==> src/rtl/seq_divider_pkg.sv <==
`default_nettype none
// ============================================================================
// Module      : seq_divider_pkg
// Description : Shared types and constants for the sequential divider.
// Revision    : 1.0 - initial release
// ============================================================================
package seq_divider_pkg;

    localparam int DEFAULT_WIDTH = 32;

    typedef enum logic [1:0] {
        IDLE = 2'd0,
        RUN  = 2'd1,
        DONE = 2'd2
    } state_t;

endpackage : seq_divider_pkg
`default_nettype wire

==> src/rtl/seq_divider_div_step.sv <==
`default_nettype none
// ============================================================================
// Module      : div_step
// Description : One combinational restoring shift-subtract division step.
// Revision    : 1.0 - initial release
// ============================================================================
module div_step
    import seq_divider_pkg::*;
#(
    parameter int WIDTH = DEFAULT_WIDTH
) (
    input  logic [WIDTH-1:0] i_rem,
    input  logic [WIDTH-1:0] i_divisor,
    input  logic             i_bit,
    output logic [WIDTH-1:0] o_rem,
    output logic             o_qbit
);

    logic [WIDTH:0] w_trial;
    logic [WIDTH:0] w_diff;

    // The extra top bit keeps the shifted remainder exact and acts as the borrow.
    assign w_trial = {i_rem, i_bit};
    assign w_diff  = w_trial - {1'b0, i_divisor};
    assign o_qbit  = ~w_diff[WIDTH];
    assign o_rem   = o_qbit ? w_diff[WIDTH-1:0] : w_trial[WIDTH-1:0];

endmodule : div_step
`default_nettype wire

==> src/rtl/seq_divider.sv <==
`default_nettype none
// ============================================================================
// Module      : seq_divider
// Description : Multi-cycle unsigned restoring divider, one quotient bit per clock.
// Revision    : 1.0 - initial release
// ============================================================================
module seq_divider
    import seq_divider_pkg::*;
#(
    parameter int WIDTH = DEFAULT_WIDTH
) (
    input  logic               clk,
    input  logic               reset,
    input  logic               start,
    input  logic [WIDTH-1:0]   dividend,
    input  logic [WIDTH-1:0]   divisor,
    output logic               busy,
    output logic               done,
    output logic               div_by_zero,
    output logic [2*WIDTH-1:0] DivAns
);

    localparam int CNT_W = $clog2(WIDTH) + 1;

    state_t             r_state;
    state_t             w_next;
    logic [CNT_W-1:0]   r_cnt;
    logic [WIDTH-1:0]   r_rem;
    logic [WIDTH-1:0]   r_quo;
    logic [WIDTH-1:0]   r_dsr;
    logic [WIDTH-1:0]   w_rem;
    logic               w_qbit;
    logic [WIDTH-1:0]   w_quo;
    logic               w_last;

    // r_quo starts as the dividend and fills with quotient bits from the LSB.
    div_step #(
        .WIDTH (WIDTH)
    ) u_step (
        .i_rem     (r_rem),
        .i_divisor (r_dsr),
        .i_bit     (r_quo[WIDTH-1]),
        .o_rem     (w_rem),
        .o_qbit    (w_qbit)
    );

    assign w_quo  = {r_quo[WIDTH-2:0], w_qbit};
    assign w_last = (r_cnt == CNT_W'(WIDTH - 1));

    always_ff @(posedge clk) begin
        if (reset) begin
            r_state <= IDLE;
        end else begin
            r_state <= w_next;
        end
    end

    always_comb begin
        w_next = r_state;
        busy   = 1'b0;
        done   = 1'b0;
        case (r_state)
            IDLE: begin
                if (start) begin
                    w_next = (divisor == '0) ? DONE : RUN;
                end
            end
            RUN: begin
                busy = 1'b1;
                if (w_last) begin
                    w_next = DONE;
                end
            end
            DONE: begin
                busy   = 1'b1;
                done   = 1'b1;
                w_next = IDLE;
            end
            default: w_next = IDLE;
        endcase
    end

    always_ff @(posedge clk) begin
        if (reset) begin
            r_cnt       <= '0;
            r_rem       <= '0;
            r_quo       <= '0;
            r_dsr       <= '0;
            DivAns      <= '0;
            div_by_zero <= 1'b0;
        end else begin
            case (r_state)
                IDLE: begin
                    if (start) begin
                        if (divisor != '0) begin
                            r_quo <= dividend;
                            r_dsr <= divisor;
                            r_rem <= '0;
                            r_cnt <= '0;
                        end else begin
                            DivAns      <= {{WIDTH{1'b1}}, dividend};
                            div_by_zero <= 1'b1;
                        end
                    end
                end
                RUN: begin
                    r_rem <= w_rem;
                    r_quo <= w_quo;
                    r_cnt <= r_cnt + 1'b1;
                    if (w_last) begin
                        DivAns      <= {w_quo, w_rem};
                        div_by_zero <= 1'b0;
                    end
                end
                default: ;
            endcase
        end
    end

endmodule : seq_divider
`default_nettype wire

==> config.mk <==
export PLATFORM = sky130hd
export DESIGN_NAME = seq_divider
export DESIGN_NICKNAME = d
export VERILOG_FILES = /design/src/rtl/seq_divider_pkg.sv /design/src/rtl/seq_divider_div_step.sv /design/src/rtl/seq_divider.sv
export SDC_FILE = /design/constraint.sdc
export NUM_CORES = 1
export LEC_CHECK = 0
export BUFFER_PORTS_ARGS = -buffer_cell sky130_fd_sc_hd__buf_2
export CAP_MARGIN = 20
export CORE_UTILIZATION = 53
export CTS_CLUSTER_DIAMETER = 30
export CTS_CLUSTER_SIZE = 10
export DETAILED_ROUTE_END_ITERATION = 10
export PLACE_DENSITY = 0.78
export SYNTH_ARGS = -nofsm -noshare
export SYNTH_HDL_FRONTEND = slang
export SYNTH_HIERARCHICAL = 1
export SYNTH_SLANG_ARGS = --single-unit
==> constraint.sdc <==
create_clock -name clk -period 3.25 [get_ports clk]
set_input_delay 0.325 -clock clk [delete_from_list [all_inputs] [get_ports clk]]
set_output_delay 0.325 -clock clk [all_outputs]
set_load 0.005 [all_outputs]
# --- Yosys cells after proc, flatten, opt, wreduce, memory -nomap -nowiden ---
# Index checks and enable logic that the tools add are counted.
totals:
  word_cells: 50
  inputBits: 67
  output_inout_bits: 67
  regBits: 169
classes:
  n_mux: 24
  eq_ne: 7
  add_sub_neg: 2
  n_bitwise: 1
  reduce_logical: 9
op_table:
  columns: ["cell", "n"]
  rows:
  - ["two-way mux 64 bit", 3]
  - ["two-way mux 32 bit", 5]
  - ["one-hot mux 32 bit (2 select lines)", 2]
  - ["one-hot mux 64 bit (2 select lines)", 1]
  - ["subtractor 33 x 32 -> 33 bit", 1]
  - ["zero test 32 bit", 1]
  - ["nonzero test 32 bit", 1]
  - ["two-way mux 6 bit", 2]
  - ["one-hot mux 6 bit (2 select lines)", 1]
  - ["!= test 2 bit (second input constant)", 4]
  - ["adder 6 x 1 -> 6 bit (second input constant)", 1]
  - ["equality test 6 x 5 -> 1 bit (second input constant)", 1]
  - ["two-way mux 2 bit", 3]
  - ["AND reduction 3 bit", 2]
  - ["two-way mux 1 bit", 5]
  - ["one-hot mux 2 bit (2 select lines)", 1]
  - ["AND reduction 4 bit", 1]
  - ["equality test 2 x 1 -> 1 bit (second input constant)", 1]
  - ["equality test 2 bit (second input constant)", 1]
  - ["zero test 2 bit", 1]
  - ["one-hot mux 1 bit (2 select lines)", 1]
  - ["AND reduction 2 bit", 1]
  - ["nonzero test 2 bit", 1]
  - ["OR reduction 2 bit", 1]
  - ["inverter 1 bit", 1]

# --- Logic depth before layout (Yosys ltp) ---
depth:
  ltp_word: 4
  depth_mapped: 19

# --- Modules after synthesis ---
# The synthesis kept the hierarchy.
modules_own_cells:
  columns: ["module", "n_inst", "area_per_inst_um2", "cells_each", "seq_area_each_um2"]
  rows:
  - ["seq_divider", 1, 7198.2, 844, 3383.2]
  - ["div_step", 1, 2358.5, 305, 0.0]

# --- Worst setup path before layout ---
# OpenSTA, ideal clock, no wires.
synth_path:
  kind: "register to register"
  startpoint: "register r_quo[31]"
  endpoint: "register DivAns[10]"
  slack_ns: -0.313
  arrival_time_ns: 3.444
  path_buffers: 2
  setup_ns: 0.119
  stages_incl_launch_ff: 20
  path_cell_list: "dfxtp_1 -> inv_1 -> ha_1 -> fa_1 -> and2b_1 -> o2111ai_2 -> a21oi_2 -> o2111ai_1 -> a211oi_2 -> nor2_4 -> mux2i_4 -> and2_4 -> buf_12 -> inv_8 -> buf_12 -> mux2_4 -> a21oi_1 -> nand2_1 -> o21ai_0 -> a21oi_1"
synth_via:
  elab_chain_cells: 4
synth_lines:
  columns: ["item", "line_no", "text"]
  rows:
  - ["start: declaration", "seq_divider.sv:29", "logic [WIDTH-1:0] r_quo;"]
  - ["start signal: assignment", "seq_divider.sv:96", "r_quo <= dividend;"]
  - ["start signal: assignment", "seq_divider.sv:108", "r_quo <= w_quo;"]
  - ["subtractor 33 x 32 -> 33 bit", "seq_divider_div_step.sv:24", "assign w_diff = w_trial - {1'b0, i_divisor};"]
  - ["two-way mux 32 bit", "seq_divider_div_step.sv:26", "assign o_rem = o_qbit ? w_diff[WIDTH-1:0] : w_trial[WIDTH-1:0];"]
  - ["net w_rem[10]", "seq_divider.sv:31", "logic [WIDTH-1:0] w_rem;"]
  - ["two-way mux 64 bit", "seq_divider.sv:110", "if (w_last) begin"]
  - ["one-hot mux 64 bit (2 select lines)", "seq_divider.sv:92", "case (r_state)"]
  - ["end signal: assignment", "seq_divider.sv:101", "DivAns <= {{WIDTH{1'b1}}, dividend};"]
  - ["end signal: assignment", "seq_divider.sv:111", "DivAns <= {w_quo, w_rem};"]
  - ["end: declaration", "seq_divider.sv:20", "output logic [2*WIDTH-1:0] DivAns"]
# The timed path passes the listed nets, and every way through them passes these cells. The select of a mux whose other input is x is not followed.
# A chain may end at the register's enable or synchronous reset.

# --- Final worst setup path ---
layout_path:
  startpoint: "register r_quo[31]"
  endpoint: "register DivAns[12]"
# The elaborated chain is that of the path after synthesis.

==> flow_summary.toml <==
[run_status]
outcome = "finished, violations left"
violations = "setup timing"

[drt]
wl_per_cell_um = 18.64
firstDrtPassIters = 6
viasPerCell = 6.133
antenna_left = 0
drtIter0Drc = 1060
drc = 0
num_vias = 9329
wirelength_um = 28350

[placed_design]
gp_congestion = 0.9651
numPortBuffers = 133
place_area_um2 = 10670
dpl.hpwl_um = 19350

[setup_path]
r2r-start = "r_quo[31]$_SDFFE_PP0P_"
start_kind = "register"
arrival_ns = 3.84
cp-end-kind = "register"
critical_path.top_delay_family = "compound AO/OA/AOI/OAI gates"
r2r_cells = 20
rrSetupSlack_ns = -0.22
crit_fanout = 4
worstSetupPathType = "reg2reg"
worst_path_max_delay_cell = "fa_2"
reg2reg_to = "DivAns[12]$_SDFFE_PP0P_"
crit_buf_inv = 5
crit_path_cell_trace = "inv_2 > ha_4 > fa_2 > and2b_1 > o2111ai_2 > a21oi_2 > o2111ai_2 > a211oi_2 > nor2_4 > mux2i_4 > and2_4 > buf_4 > buf_6 > buf_6 > o21ai_2 > buf_4 > a21oi_1 > nand2_1 > o21ai_2 > a21oi_1"
required_ns = 3.62
critical-path-max-stage-delay_ns = 0.34

[global_routing]
grt_antenna_before_repair = 1
grt_pass1_wl_um = 43660
grt_pass1_vias = 8386
grt_max_degree = 103
grt_usage_pct = 29.92
grt_overflow = 0

[cells_and_area]
layout.nets = 1388
finish.utilization_pct = 65.64
fillerInstances = 1438
layout_commonest_cell = "dfxtp_1"
final_design_area_no_fill_um2 = 11470
syn2layout_area_growth_pct = 20.03
antenna_cells = 0
drive_above_1_share_pct = 26.47
mostFrequentLayoutCells = "dfxtp_1, a21oi_1, buf_2, nand2_1, inv_1"

[sta]
hold_viol_final = 0
clock-skew-final_ns = 0.01052
max_freq_mhz = 288.5
relSlewSlack_pct = 43.17
setup_viol = 47
rsz0062_at_grt = "yes"
timing.hold.ws_ns = 0.1442
worstMarginPinSlew_ns = 0.8524
slew_viol_final = 0
min_period_over_period_pct = 106.7
tns_ns = -5.272
period_needed_ns = 3.466
layout_setup_ws_ns = -0.2162

[pwr]
ir_drop_mv = 0.4524
leakage_uw = 0.004642
cellPowerDensity_nw_per_um2 = 728.2

[yosys]
synth-main-ff-cell = "dfxtp_1"
syn_nets = 1253
syn_area_um2 = 9557
synthTopCellsByArea = "dfxtp_1, a21oi_1, ha_1"
ys_types = 83
synth_area_per_cell_um2 = 8.317
ys_seq_elements = 169
synthArstFlopShare_pct = 0
synth_edf_count = 0
yosysSeqAreaShare_pct = 35.40
netlist.area_leader.share_pct = 35.40
synthesis.instances = 1149
yosys.area.top_type = "dfxtp_1"
synth-warning-count = 6

[floorplan]
die_height_um = 136.3
core-area_um2 = 17480
rows = 48
initial_core_util_pct = 54.68
dieArea_um2 = 18570
die_w_um = 136.3
io_pins = 134

[cts]
numCtsBuffers = 17
htreeDepth = 4
cts_tree = "yes"
clk_pin_slew_ns = 0.07
cts_max_path_buffers = 2
clock_sinks = 169
root_buffer = "clkbuf_16"
cts-hold-fix-buffers = 0
clkLatencyLatePin_ns = 0.44

[worst_hold_path]
holdPathStages = 3
hold_path.startpoint = "divisor[5]"
whs_endpoint = "r_dsr[5]$_SDFFE_PP0P_"
hp-class = "in2reg"

[flow_run]
cap_viol_max_count = 0
-- synthesized netlist by cell type, types with 9 or more instances --
cell type,number
a211oi_1,34
a21o_1,17
a21oi_1,188
a31oi_1,9
buf_2,26
clkbuf_1,44
dfxtp_1,169
ha_1,36
inv_1,72
mux2_4,19
nand2_1,118
nand3_1,51
nor2_1,14
nor2b_1,35
nor3_1,43
o211ai_1,34
o21ai_0,53
o221a_1,30
xnor2_1,13
xor2_1,13
-- state kept, by name, summed over array words and instances, names as in the netlist --
register,count
r_rem,32
r_cnt,6
r_dsr,32
div_by_zero,1
r_quo,32
DivAns,64
r_state,2
-- cell type report --
class                   count  area (um2)  area share (%)
inverters                  73       286.5           2.498
flip-flops and latches    169        3385           29.50
repair buffers            209        1343           11.70
clock inverters            13       132.6           1.156
clock buffers              18       439.2           3.829
well taps                 225       281.5           2.454
multi-input cells         814        5604           48.85
-- report_power, final --
part	internal, uW	leakage, uW	switching [uW]
sequential	2410	0.00138	241
clock	1090	0.000274	916
combinational	1450	0.00299	2240
total	4950	0.00464	3400
-- kinds of logic (layout without fill, tap and decap cells) --
| kind of cell | Yosys count | in the layout | share of synthesized area, % |
|---|---|---|---|
| muxes | 25 | 25 | 3.797 |
| adders and majority gates | 37 | 37 | 4.923 |
| xor gates and xnor gates | 26 | 26 | 2.383 |
| DFF | 169 | 169 | 35.40 |
| buffers and inverters | 166 | 313 | 8.536 |
| AOI/OAI and AO/OA | 415 | 415 | 28.27 |
| and+or+nand+nor | 311 | 311 | 16.69 |
-- routing by layer --
metal / GRT usage [%] / part of all wire (%) / vias to the layer above
li1: - / - / 4427
met1: 41.63 / 45 / 4365
met2: 46.76 / 45 / 477
met3: 4.400 / 7.7 / 60
met4: 10.68 / 2.4 / 0
met5: 0 / 0 / -
-- repair_timing --
item,in CTS,in global routing
cloned,0,1
setup endpoints to repair,30,61
buffers inserted,4,6
gates resized for setup,10,37
pin swaps,3,21
-- worst max path at each step --
stage / from / end / depth (start not counted)
finish: r_quo[31]$_SDFFE_PP0P_ / DivAns[12]$_SDFFE_PP0P_ / 20
global route: r_quo[31]$_SDFFE_PP0P_ / DivAns[12]$_SDFFE_PP0P_ / 20
CTS: r_quo[31]$_SDFFE_PP0P_ / DivAns[28]$_SDFFE_PP0P_ / 18
detailed placement: r_quo[31]$_SDFFE_PP0P_ / DivAns[21]$_SDFFE_PP0P_ / 18
global placement: r_quo[31]$_SDFFE_PP0P_ / DivAns[23]$_SDFFE_PP0P_ / 18
floorplan: r_quo[31]$_SDFFE_PP0P_ / DivAns[10]$_SDFFE_PP0P_ / 19
-- tightest hold or removal path, stage by stage --
cell	delay, ns
buf_2	0.11
nand2_1	0.05
a21oi_1	0.05
-- stage by stage --
| stage | total power, uW | std cells | worst slack [ns] |
|---|---|---|---|
| 6_report | 8353 | 1521 | -0.2162 |
| 3_5_place_dp | 6100 | 1480 | -0.1434 |
| 3_3_place_gp | 6021 | 1480 | -0.07164 |
| 2_1_floorplan | 5093 | 1149 | -0.1009 |
| 5_1_grt | 8783 | 1521 | -0.3762 |
| 4_1_cts | 8144 | 1515 | -0.1441 |
Power figures use the tool's default switching activity.
